File: src/rtl/fsbm_pkg.sv
// Shared defaults, FSM state encoding and candidate tag layout for the
// full-search block-matching result sequencer.
package fsbm_pkg;

  localparam int SR_DEF     = 4;
  localparam int PE_LAT_DEF = 5;
  localparam int SUM_W_DEF  = 12;
  localparam int MV_W_DEF   = 4;

  typedef enum logic [1:0] {
    IDLE  = 2'd0,
    ISSUE = 2'd1,
    DRAIN = 2'd2,
    DONE  = 2'd3
  } state_t;

  typedef struct packed {
    logic                       valid;
    logic signed [MV_W_DEF-1:0] dx;
    logic signed [MV_W_DEF-1:0] dy;
  } tag_t;

endpackage

File: src/rtl/sad_tag_pipe.sv
// Fixed-depth delay line of candidate tags; advances only when i_shift is high.
// Async clear empties every stage so a reset drops any in-flight candidates.
module sad_tag_pipe
  import fsbm_pkg::*;
#(
  parameter int  DEPTH = PE_LAT_DEF,
  parameter type T     = tag_t
) (
  input  logic clk,
  input  logic rst_n,
  input  logic i_shift,
  input  T     i_tag,
  output T     o_tag
);

  T r_stage [DEPTH];

  always_ff @(posedge clk or negedge rst_n) begin
    if (!rst_n) begin
      for (int i = 0; i < DEPTH; i++) r_stage[i] <= '0;
    end else if (i_shift) begin
      r_stage[0] <= i_tag;
      for (int i = 1; i < DEPTH; i++) r_stage[i] <= r_stage[i-1];
    end
  end

  assign o_tag = r_stage[DEPTH-1];

endmodule

File: src/rtl/sad_best_match.sv
// Full-search sequencer: issues every displacement in raster order to the SAD PE,
// realigns each candidate with its pipelined SAD and reports the minimum with a done pulse.
module sad_best_match
  import fsbm_pkg::*;
#(
  parameter int SR     = SR_DEF,
  parameter int PE_LAT = PE_LAT_DEF,
  parameter int SUM_W  = SUM_W_DEF,
  parameter int MV_W   = MV_W_DEF
) (
  input  logic                    clk,
  input  logic                    rst_n,
  input  logic                    start,
  output logic                    pe_enable,
  output logic                    cand_valid,
  output logic signed [MV_W-1:0]  cand_dx,
  output logic signed [MV_W-1:0]  cand_dy,
  input  logic        [SUM_W-1:0] sum_in,
  output logic                    busy,
  output logic                    done,
  output logic        [SUM_W-1:0] best_sad,
  output logic signed [MV_W-1:0]  best_dx,
  output logic signed [MV_W-1:0]  best_dy
);

  typedef struct packed {
    logic                   valid;
    logic signed [MV_W-1:0] dx;
    logic signed [MV_W-1:0] dy;
  } cand_tag_t;

  localparam logic signed [MV_W-1:0] MV_MAX = MV_W'(SR);
  localparam logic signed [MV_W-1:0] MV_MIN = MV_W'(-SR);
  localparam int                     CNT_W  = $clog2(PE_LAT + 1);
  localparam logic [CNT_W-1:0]       DRAIN_LAST = CNT_W'(PE_LAT - 1);

  state_t           r_state;
  logic             r_first;
  logic [CNT_W-1:0] r_drain_cnt;

  cand_tag_t w_tag_in;
  cand_tag_t w_tag_out;
  logic      w_shift;
  logic      w_better;

  assign w_shift  = (r_state == ISSUE) || (r_state == DRAIN);
  assign w_tag_in = '{valid: cand_valid, dx: cand_dx, dy: cand_dy};
  // Strict less-than keeps the earliest raster candidate on ties.
  assign w_better = r_first || (sum_in < best_sad);

  sad_tag_pipe #(
    .DEPTH (PE_LAT),
    .T     (cand_tag_t)
  ) u_tag_pipe (
    .clk     (clk),
    .rst_n   (rst_n),
    .i_shift (w_shift),
    .i_tag   (w_tag_in),
    .o_tag   (w_tag_out)
  );

  always_ff @(posedge clk or negedge rst_n) begin
    if (!rst_n) begin
      r_state     <= IDLE;
      r_first     <= 1'b0;
      r_drain_cnt <= '0;
      pe_enable   <= 1'b0;
      cand_valid  <= 1'b0;
      cand_dx     <= '0;
      cand_dy     <= '0;
      busy        <= 1'b0;
      done        <= 1'b0;
      best_sad    <= '0;
      best_dx     <= '0;
      best_dy     <= '0;
    end else begin
      if (w_tag_out.valid) begin
        if (w_better) begin
          best_sad <= sum_in;
          best_dx  <= w_tag_out.dx;
          best_dy  <= w_tag_out.dy;
        end
        r_first <= 1'b0;
      end

      case (r_state)
        IDLE: begin
          if (start) begin
            r_state    <= ISSUE;
            cand_dx    <= MV_MIN;
            cand_dy    <= MV_MIN;
            r_first    <= 1'b1;
            pe_enable  <= 1'b1;
            cand_valid <= 1'b1;
            busy       <= 1'b1;
          end
        end
        ISSUE: begin
          if ((cand_dx == MV_MAX) && (cand_dy == MV_MAX)) begin
            r_state     <= DRAIN;
            cand_valid  <= 1'b0;
            r_drain_cnt <= '0;
          end else if (cand_dx == MV_MAX) begin
            cand_dx <= MV_MIN;
            cand_dy <= cand_dy + MV_W'(1);
          end else begin
            cand_dx <= cand_dx + MV_W'(1);
          end
        end
        DRAIN: begin
          if (r_drain_cnt == DRAIN_LAST) begin
            r_state   <= DONE;
            pe_enable <= 1'b0;
            done      <= 1'b1;
          end else begin
            r_drain_cnt <= r_drain_cnt + CNT_W'(1);
          end
        end
        DONE: begin
          r_state <= IDLE;
          done    <= 1'b0;
          busy    <= 1'b0;
        end
        default: r_state <= IDLE;
      endcase
    end
  end

endmodule

File: config.mk
export PLATFORM = sky130hd
export DESIGN_NAME = sad_best_match
export DESIGN_NICKNAME = d
export VERILOG_FILES = /design/src/rtl/fsbm_pkg.sv /design/src/rtl/sad_tag_pipe.sv /design/src/rtl/sad_best_match.sv
export SDC_FILE = /design/constraint.sdc
export NUM_CORES = 1
export LEC_CHECK = 0
export ABC_AREA = 1
export CAP_MARGIN = 15
export CORE_ASPECT_RATIO = 1.4
export CORE_MARGIN = 5
export CORE_UTILIZATION = 45
export CTS_BUF_LIST = sky130_fd_sc_hd__clkbuf_8
export CTS_CLUSTER_DIAMETER = 30
export CTS_CLUSTER_SIZE = 40
export DETAILED_ROUTE_END_ITERATION = 8
export HOLD_SLACK_MARGIN = 0.05
export PLACE_DENSITY = 0.76
export SYNTH_ARGS = -nofsm -noshare
export SYNTH_HDL_FRONTEND = slang
export SYNTH_SLANG_ARGS = --single-unit
File: constraint.sdc
create_clock -name clk -period 4.4 [get_ports clk]
set_input_delay 0.88 -clock clk [delete_from_list [all_inputs] [get_ports clk]]
set_output_delay 0.88 -clock clk [all_outputs]
set_load 0.1 [all_outputs]
# Word-level counts from Yosys, hierarchy flattened
# Index checks and enable logic that the tools add are counted.
# word_totals
register_bits	83
latch_bits	0
ram_bits	0
rom_bits	0
in_bits	15
out_inout_bits	32
elab_cells	86
mem_count	0
# classes
addsub	3
mul	0
div_mod_pow	0
n_lt_le_gt_ge	1
n_eq_ne	12
shift	0
muxes	25
bitwise_logic	0
reduce_logical	18
# op_table
op	n
$mux 4	5
$pmux 4 s2	2
$reduce_and 3->1	5
$lt 12x12->1	1
$reduce_bool 2->1	5
$add 4x2->4 const B	2
$eq 4x4->1 const B	2
$pmux 1 s2	4
$pmux 2 s4	1
$mux 1	7
$mux 2	3
$mux 3	2
$ne 2x1->1 const B	3
$ne 2x2->1 const B	3
$pmux 3 s2	1
$reduce_and 2->1	3
$eq 2x2->1 const B	2
$reduce_and 4->1	1
$add 3x1->3 const B	1
$eq 3x3->1 const B	1
$eq 2x1->1 const B	1
$logic_not 2->1	1
$logic_or 1x1->1	2
$logic_and 1x1->1	1

# Logic depth before layout (Yosys ltp)
# Gate-level depths: netlist of the first run.
# logic_depth
word_depth	4
ltp_mapped	13
mapped_depth_nobuf	12

# By module
# From an unflattened synthesis of the first run, not the netlist that was laid out.
# hier_totals
hier_cells	461
area_unflattened_um2	3991.3
# by_module_without_submodules
mod	instances	cells_per_inst	area_each_um2	seq_area_each_um2
sad_best_match	1	262	2122.0	950.9
sad_tag_pipe	1	199	1869.3	1126.1

# Least setup slack after synthesis of the first run
# OpenSTA, ideal clock, no wires.
# synth_timing
kind	flip-flop to flip-flop
start	register cand_dx[0]
end	register cand_dy[3]
setup_ns	0.132
arrival_ns	2.122
t_required_ns	4.268
path_slack_ns	2.146
stages_incl_launch_ff	10
n_path_buf	1
synth_period_minus_slack_ns	2.254
cell_sequence	dfrtp_1 inv_1 ha_1 nand3_1 nor2_2 o21ai_0 nand2_1 buf_6 o21ai_0 nand3_1
# synth_via
elab_chain_cells	4
word_cells_on_any_way	5
classes_between	eq/ne (3); reduce/logical (2)
# synth_lines
item	line_no	source
from (decl)	sad_best_match.sv:16	output logic signed [MV_W-1:0] cand_dx,
from (signal assigned)	sad_best_match.sv:107	cand_dx <= cand_dx + MV_W'(1);
$eq 4x4->1 (*)	sad_best_match.sv:99, sad_best_match.sv:103	
$logic_and 1x1->1	sad_best_match.sv:99	if ((cand_dx == MV_MAX) && (cand_dy == MV_MAX)) begin
$ne 2x2->1 (no line)	-	
$reduce_and 4->1 (no line) (*)	-	
to (signal assigned)	sad_best_match.sv:105	cand_dy <= cand_dy + MV_W'(1);
to (decl)	sad_best_match.sv:17	output logic signed [MV_W-1:0] cand_dy,
# Mark *: on every way between the ends. The rest lies on a longest branch, timed or not.
# A chain may end at the register's enable or synchronous reset.

# Worst setup path after layout of the first run
# layout_timing
start	register cand_dy[2]
end	output cand_dy[2]
# No word-level cell between the ends.

==> impl_metrics.py, run 1 <==
metrics = {
    "status": {
        "outcome": "complete, no violations",
    },
    "cts": {
        "postCtsResizedCells": 0,
        "clk_latency_ns": 0.34,
        "cts-htree-levels": 3,
        "cts_tree": "done",
        "ctsHoldBuffers": 0,
        "clk_pin_slew_ns": 0.08,
        "cts_root_buf": "clkbuf_8",
        "post_cts_buffers": 0,
        "cts_buffers": 9,
        "clock-sinks": 83,
        "max-clock-path-buffers": 2,
    },
    "synthesis": {
        "synth_area_per_cell_um2": 9.052,
        "synth_cell_types": 21,
        "synth_nets": 450,
        "synth-seq-cells": 83,
        "synth_cells": 414,
        "ys_warn_count": 0,
        "synth.cell_area_mm2": 0.003747,
        "ys_seq_area_share_pct": 55.43,
    },
    "sta": {
        "hold_viol": 0,
        "finalSetupTns_ns": 0,
        "rsz0062_at_grt": "no",
        "worst_pin_slew_ns": 1.037,
        "setup_violations": 0,
        "fin_crit_ns": 2.946,
        "fin_crit_sh_pct": 66.95,
        "finClkSkew_ns": 0.004638,
        "slew_headroom_pct": 30.87,
        "slew_violations": 0,
        "timing.fmax_mhz": 339.5,
    },
    "finish": {
        "multi_input_area_mm2": 0.001359,
        "drive_above_1_share_pct": 6.941,
        "final_cell_mix": "91 x nand2_1, 83 x dfrtp_1, 60 x inv_1",
        "syn2layout_area_growth_pct": 20.47,
        "antenna_cells": 0,
        "final_cell_area_mm2": 0.004514,
        "seq_area_mm2": 0.002077,
        "nets": 492,
        "final_common_cell": "nand2_1",
        "nFillCells": 725,
    },
    "floorplan": {
        "io_pins": 47,
        "rows": 39,
        "initial_core_util_pct": 45.98,
        "die_x_um": 87.13,
        "die_area_mm2": 0.01028,
        "fp.coreArea_mm2": 0.008149,
        "dieHeight_um": 118.0,
    },
    "critical_path": {
        "r2r-start": "best_sad[7]",
        "r2r_slack_ns": 2.26,
        "path_buf_inv": 1,
        "worstPathMaxFanout": 6,
        "worst_ep_arrival_time_ns": 2.07,
        "r2r-end": "best_dy[0]",
        "max_stage_delay_ns": 1.20,
        "criticalPathCategory": "register to output port",
        "crit_path_end_kind": "output port",
        "reg2regPathDepth": 10,
        "worst_setup_path_start_kind": "register",
        "cp_slowest_cell": "clkdlybuf4s50_1",
        "cp.required_ns": 3.52,
        "worstPathCellList": "clkdlybuf4s50_1",
        "critPathTopFamily": "buffers and inverters",
    },
    "worst_hold_path": {
        "hold-path-endpoint": "best_dx[3]",
        "hold_depth": 2,
        "hold_start": "best_dx[3]",
        "hold_class": "register to register",
    },
    "grt": {
        "track_usage_pct": 15.03,
        "grt_overflow_total": 0,
        "antenna_found_initial": 0,
        "grt_pass1_wl_mm": 12.48,
        "grt_max_degree": 84,
        "grt_pass1_vias": 2761,
    },
    "job": {
        "maxCapViolCount": 0,
    },
    "place": {
        "place_congestion": 0.8533,
        "place_hpwl_mm": 4.793,
        "placed_area_mm2": 0.004254,
        "portBuffers": 46,
    },
    "route": {
        "drc_errors": 0,
        "avgRoutedWirePerCell_um": 12.81,
        "drt_first_pass_iters": 4,
        "wl_mm": 7.213,
        "vias_per_cell": 5.000,
        "ant_nets": 0,
        "drtIter0Drc": 191,
        "num_vias": 2815,
    },
}
[worst max path at each step]
stage	startpoint	to	slack, ns	depth (start not counted)
floorplan	cand_dx[0]	cand_dy[3]	2.15	9
global placement	sum_in[11]	best_dy[3]	1.40	12
detailed placement	sum_in[9]	best_sad[10]	1.32	12
CTS	cand_dy[2]	cand_dy[2]	1.43	1
global route	cand_dy[2]	cand_dy[2]	1.41	1
finish	cand_dy[2]	cand_dy[2]	1.45	1
[synthesized netlist by cell type]
| library cell | n | area, um2 |
|---|---|---|
| buf_2 | 5 | 25.02 |
| inv_1 | 60 | 225.2 |
| nor2_2 | 2 | 12.51 |
| nand3b_1 | 1 | 7.510 |
| a21oi_1 | 29 | 145.1 |
| nand2_1 | 91 | 341.6 |
| nor2_1 | 30 | 112.6 |
| xor2_1 | 2 | 17.52 |
| buf_6 | 3 | 33.78 |
| nand2_2 | 2 | 12.51 |
| o21ai_0 | 32 | 160.2 |
| o21ai_2 | 1 | 8.760 |
| buf_1 | 5 | 18.77 |
| clkbuf_1 | 3 | 11.26 |
| mux2_2 | 8 | 90.09 |
| a22oi_1 | 1 | 7.510 |
| ha_1 | 21 | 262.8 |
| nand3_1 | 33 | 165.2 |
| dfrtp_1 | 83 | 2077 |
| o31ai_1 | 1 | 7.510 |
| o21ai_1 | 1 | 5.000 |
[cells by family after synthesis]
kind of cell    synth area share (%)
fa+ha+maj                      7.012
flops                          55.43
mux                            2.404
xor+xnor                      0.4675
simple gates                   17.40
buf+inv                        8.381
compound gates                 8.915
[stage by stage]
| step | hold slack, ns | std cells | util [%] | setup slack (ns) |
|---|---|---|---|---|
| 5_1_grt | 0.4969 | 563 | 55.40 | 1.409 |
| 2_1_floorplan | 0.4492 | 414 | - | 2.146 |
| 4_1_cts | 0.4800 | 563 | 55.40 | 1.435 |
| 6_report | 0.4831 | 563 | 55.40 | 1.454 |
| 3_3_place_gp | 0.4622 | 547 | 52.20 | 1.404 |
| 3_5_place_dp | 0.4605 | 547 | 52.20 | 1.320 |
[state kept, by name (all words and copies together), names as in the netlist, 2 cells and up]
register and count:
r_drain_cnt 3, r_state 2, u_tag_pipe.o_tag 9, cand_dx 4, best_sad 12, u_tag_pipe.r_stage 36
best_dx 4, best_dy 4, cand_dy 4
[metal layers]
layer / global-route usage (%) / up-vias / part of all wire, %
li1: - / 1398 / -
met5: 0 / - / 0
met4: 7.390 / 0 / 2.5
met1: 19.64 / 1325 / 45
met3: 2.171 / 16 / 4.8
met2: 24.05 / 76 / 48
[final cells by class]
cell class / count / share of cell area (%)
Inverter: 60 / 4.989
Sequential cell: 83 / 46.01
Clock buffer: 12 / 3.659
Clock inverter: 4 / 2.106
Multi-Input combinational cell: 255 / 30.10
Timing Repair Buffer: 47 / 10.31
Tap cell: 102 / 2.827
Power of run 1 is not shown: default switching activity piles up to over one toggle a cycle in this logic, so the estimate is an artifact.
==> inputs of run 2 (changes only) <==
clock period = 3 ns   (was 4.4 ns; I/O delays follow)
==> impl_metrics.py, run 2 (synthesis gave the netlist of run 1 again) <==
metrics = {
    "status": {
        "outcome": "complete, no violations",
    },
    "cts": {
        "clk_pin_slew_ns": 0.08,
        "ctsHoldBuffers": 0,
        "post_cts_buffers": 0,
        "clock-sinks": 83,
        "clk_latency_ns": 0.34,
        "cts_tree": "done",
        "max-clock-path-buffers": 2,
        "postCtsResizedCells": 0,
        "cts_root_buf": "clkbuf_8",
        "cts_buffers": 9,
        "cts-htree-levels": 3,
    },
    "route": {
        "vias_per_cell": 4.936,
        "num_vias": 2794,
        "drtIter0Drc": 121,
        "wl_mm": 6.915,
        "avgRoutedWirePerCell_um": 12.22,
        "drt_first_pass_iters": 4,
        "drc_errors": 0,
        "ant_nets": 0,
    },
    "grt": {
        "track_usage_pct": 14.47,
        "grt_max_degree": 84,
        "grt_pass1_vias": 2806,
        "grt_pass1_wl_mm": 12.05,
        "grt_overflow_total": 0,
        "antenna_found_initial": 0,
    },
    "critical_path": {
        "max_stage_delay_ns": 0.45,
        "cp_slowest_cell": "clkdlybuf4s50_1",
        "criticalPathCategory": "primary input to register",
        "crit_path_end_kind": "register",
        "worst_setup_path_start_kind": "primary input",
        "worstPathCellList": "clkdlybuf4s50_1 -> ha_1 -> nand2_1 -> nor2_1 -> inv_1 -> nor2_1 -> nand2_1 -> nand2_1 -> nand2_2 -> nand2_2 -> nand2_1 -> nand2_1",
        "crit_top_cell": "nand2_1",
        "worstPathMaxFanout": 20,
        "worst_ep_arrival_time_ns": 2.53,
        "path_buf_inv": 2,
        "cp.required_ns": 3.28,
        "critPathTopFamily": "simple AND/OR/NAND/NOR gates",
    },
    "floorplan": {
        "die_area_mm2": 0.01028,
        "initial_core_util_pct": 45.98,
        "io_pins": 47,
        "dieHeight_um": 118.0,
        "rows": 39,
        "fp.coreArea_mm2": 0.008149,
        "die_x_um": 87.13,
    },
    "finish": {
        "syn2layout_area_growth_pct": 16.63,
        "final_cells": 566,
        "largest_reg_flops": 36,
        "final_cell_mix": "91 x nand2_1, 83 x dfrtp_1, 62 x inv_1",
        "final_common_cell": "nand2_1",
        "largest_register": "u_tag_pipe.r_stage",
        "antenna_cells": 0,
        "drive_above_1_share_pct": 14.01,
        "nets": 495,
        "final_cell_area_mm2": 0.004370,
    },
    "place": {
        "portBuffers": 46,
        "place_hpwl_mm": 4.884,
        "place_congestion": 0.8497,
        "placed_area_mm2": 0.004209,
        "place_inst": 550,
    },
    "sta": {
        "fin_crit_ns": 2.243,
        "hold_viol": 0,
        "worst_pin_slew_ns": 1.012,
        "fin_crit_sh_pct": 74.77,
        "rsz0062_at_grt": "no",
        "finClkSkew_ns": 0.006757,
        "timing.fmax_mhz": 445.8,
        "setup_violations": 0,
        "finalSetupTns_ns": 0,
        "slew_headroom_pct": 32.50,
        "slew_violations": 0,
    },
    "worst_hold_path": {
        "hold_class": "primary input to async pin",
    },
    "job": {
        "maxCapViolCount": 0,
    },
}
==> run 2: changes by cell type in the layout (fill, tap and decap cells not counted) <==
cell / delta
buf_12: +1
buf_4: +34
bufinv_16: -3
clkbuf_8: -3
clkdlybuf4s50_1: -32
clkinv_2: +2
clkinvlp_4: +2
inv_1: +2
==> run 2: routing by layer <==
metal	wire, um	share of wire, %	global-route usage [%]
met5	0	0	0
met4	111	1.6	6.142
met3	561	8.1	3.291
met2	3245	47	23.81
met1	2998	43	17.96
==> run 2: metrics by stage <==
| stage | setup WS [ns] | utilization, % | hold slack (ns) |
|---|---|---|---|
| global placement | 0.4628 | 51.65 | 0.4656 |
| CTS | 0.7829 | 53.63 | 0.4505 |
| finish | 0.7569 | 53.63 | 0.4290 |
| global route | 0.5492 | 53.63 | 0.5078 |
| floorplan | 0.7465 | - | 0.3044 |
| detailed placement | 0.4193 | 51.65 | 0.4660 |
==> run 2: worst reg2reg max path, cell delays in order, from the launching register on <==
cell and delay (ns):
dfrtp_1 0.39, inv_1 0.06, ha_1 0.29, nand2_1 0.07, nor2_1 0.17, inv_1 0.06, nor2_1 0.09, nand2_1 0.06
nand2_1 0.08, nand2_2 0.14, nand2_2 0.32, nand2_1 0.10, nand2_1 0.08
==> run 2: path summary, 6_finish.rpt <==
kind / from / slack [ns] / end / cells past startpoint
max: sum_in[11] / 0.76 / best_sad[10] / 12
min: rst_n / 0.43 / best_sad[8] / 1
max reg2reg: best_sad[11] / 1.05 / best_sad[10] / 12
min reg2reg: best_dx[3] / 0.48 / best_dx[3] / 2
max in group asynchronous: rst_n / 1.92 / u_tag_pipe.r_stage[20] / 1
min in group clk: best_dx[3] / 0.48 / best_dx[3] / 2
==> run 2: layout make-up <==
class	instances	area, um2
inverters	60	225.2
multi-input cells	255	1359
repair buffers	50	420.4
clock inverters	7	37.54
flip-flops and latches	83	2077
well taps	102	127.6
fillers	742	3779
clock buffers	9	123.9
Power of run 2 is left out for the same reason.
==> inputs of run 3 (changes only) <==
clock period = 2.3 ns   (was 3 ns; I/O delays follow)
==> impl_metrics.py, run 3 (synthesis gave the netlist of run 1 again) <==
metrics = {
    "status": {
        "outcome": "complete, no violations",
    },
    "sta": {
        "setup_violations": 0,
        "fin_crit_sh_pct": 85.22,
        "slew_violations": 0,
        "slew_headroom_pct": 60.26,
        "hold_viol": 0,
        "timing.fmax_mhz": 510.2,
        "fin_crit_ns": 1.960,
        "worst_pin_slew_ns": 0.5961,
        "finClkSkew_ns": 0.007621,
        "worst_slack_ns": 0.3398,
        "rsz0062_at_grt": "no",
    },
    "route": {
        "drt_first_pass_iters": 4,
        "num_vias": 2859,
        "drc_errors": 0,
        "avgRoutedWirePerCell_um": 12.55,
        "vias_per_cell": 4.998,
        "drtIter0Drc": 170,
        "wl_mm": 7.176,
        "ant_nets": 0,
    },
    "place": {
        "place_congestion": 0.8480,
        "place_hpwl_mm": 5.007,
        "place_ws_ns": -0.01219,
        "portBuffers": 46,
    },
    "cts": {
        "ctsHoldBuffers": 0,
        "clk_latency_ns": 0.34,
        "cts_root_buf": "clkbuf_8",
        "post_cts_buffers": 0,
        "cts_buffers": 9,
        "cts_tree": "done",
        "clock-sinks": 83,
        "postCtsResizedCells": 0,
        "clk_pin_slew_ns": 0.07,
        "cts-htree-levels": 3,
        "max-clock-path-buffers": 2,
    },
    "critical_path": {
        "worstPathMaxFanout": 20,
        "r2r-end": "best_sad[11]",
        "reg2regPathDepth": 12,
        "cp.required_ns": 2.58,
        "r2r_slack_ns": 0.51,
        "worst_setup_path_start_kind": "primary input",
        "crit_path_end_kind": "register",
        "r2r-start": "best_sad[11]",
        "criticalPathCategory": "primary input to register",
        "worst_ep_arrival_time_ns": 2.24,
    },
    "job": {
        "maxCapViolCount": 0,
    },
    "finish": {
        "nets": 501,
        "largest_register": "u_tag_pipe.r_stage",
        "final_cell_mix": "91 x nand2_1, 83 x dfrtp_1, 61 x inv_1",
        "drive_above_1_share_pct": 15.32,
        "final_common_cell": "nand2_1",
        "syn2layout_area_growth_pct": 18.70,
        "antenna_cells": 0,
        "largest_reg_flops": 36,
    },
    "grt": {
        "track_usage_pct": 15.13,
        "grt_pass1_vias": 2909,
        "grt_pass1_wl_mm": 12.63,
        "grt_max_degree": 84,
        "antenna_found_initial": 0,
        "grt_overflow_total": 0,
    },
    "floorplan": {
        "initial_core_util_pct": 45.98,
        "rows": 39,
        "dieHeight_um": 118.0,
        "fp.coreArea_mm2": 0.008149,
        "die_x_um": 87.13,
        "die_area_mm2": 0.01028,
        "io_pins": 47,
    },
    "worst_hold_path": {
        "hold_class": "primary input to async pin",
    },
}
[run 3: cell count changes in the layout (fill, tap and decap cells not counted), sizes merged]
cell	previous run	this run
buf	37	43
bufinv	0	1
clkbuf	9	10
clkinvlp	2	1
inv	62	61
[run 3: through the flow]
step	util, %	TNS (ns)	instance area, um2	hold slack (ns)	instances
floorplan	-	0	3747	0.1644	414
global placement	52.20	0	4254	0.4623	556
detailed placement	52.20	-0.03732	4254	0.4711	556
CTS	54.58	0	4448	0.1442	572
global route	54.58	0	4448	0.1633	572
finish	54.58	0	4448	0.1452	572
[run 3: layout make-up]
type / instances / area [um2]
Clock buffer: 10 / 137.6
Clock inverter: 6 / 56.30
Fill cell: 738 / 3701
Inverter: 60 / 225.2
Multi-Input combinational cell: 255 / 1359
Sequential cell: 83 / 2077
Tap cell: 102 / 127.6
Timing Repair Buffer: 56 / 465.4
[run 3: critical path, cell delays in order]
cell and delay, ns:
clkdlybuf4s50_1 0.44, ha_1 0.32, nand2_1 0.06, nor2_1 0.16, inv_1 0.06, nor2_1 0.10
nand2_1 0.06, nand2_1 0.06, nand2_2 0.07, nand2_2 0.28, nand2_1 0.10, nand2_1 0.08
[run 3: how the worst max path moves through the flow]
stage | startpoint | to | slack (ns) | cells past startpoint
6_report | sum_in[11] | best_sad[11] | 0.34 | 12
5_1_grt | sum_in[11] | best_dy[1] | 0.17 | 12
4_1_cts | sum_in[11] | best_sad[11] | 0.36 | 12
3_5_place_dp | sum_in[11] | best_sad[0] | -0.01 | 12
3_3_place_gp | sum_in[11] | best_sad[10] | 0.03 | 12
2_1_floorplan | cand_dx[0] | cand_dy[3] | 0.05 | 9
[run 3: routing by layer]
layer	vias to the layer above	track usage, %	wire length, um
met3	13	3.431	401
met1	1361	19.34	3130
met2	71	24.29	3483
li1	1414	-	-
met5	-	0	0
met4	0	6.526	161
Power of run 3 is left out for the same reason.
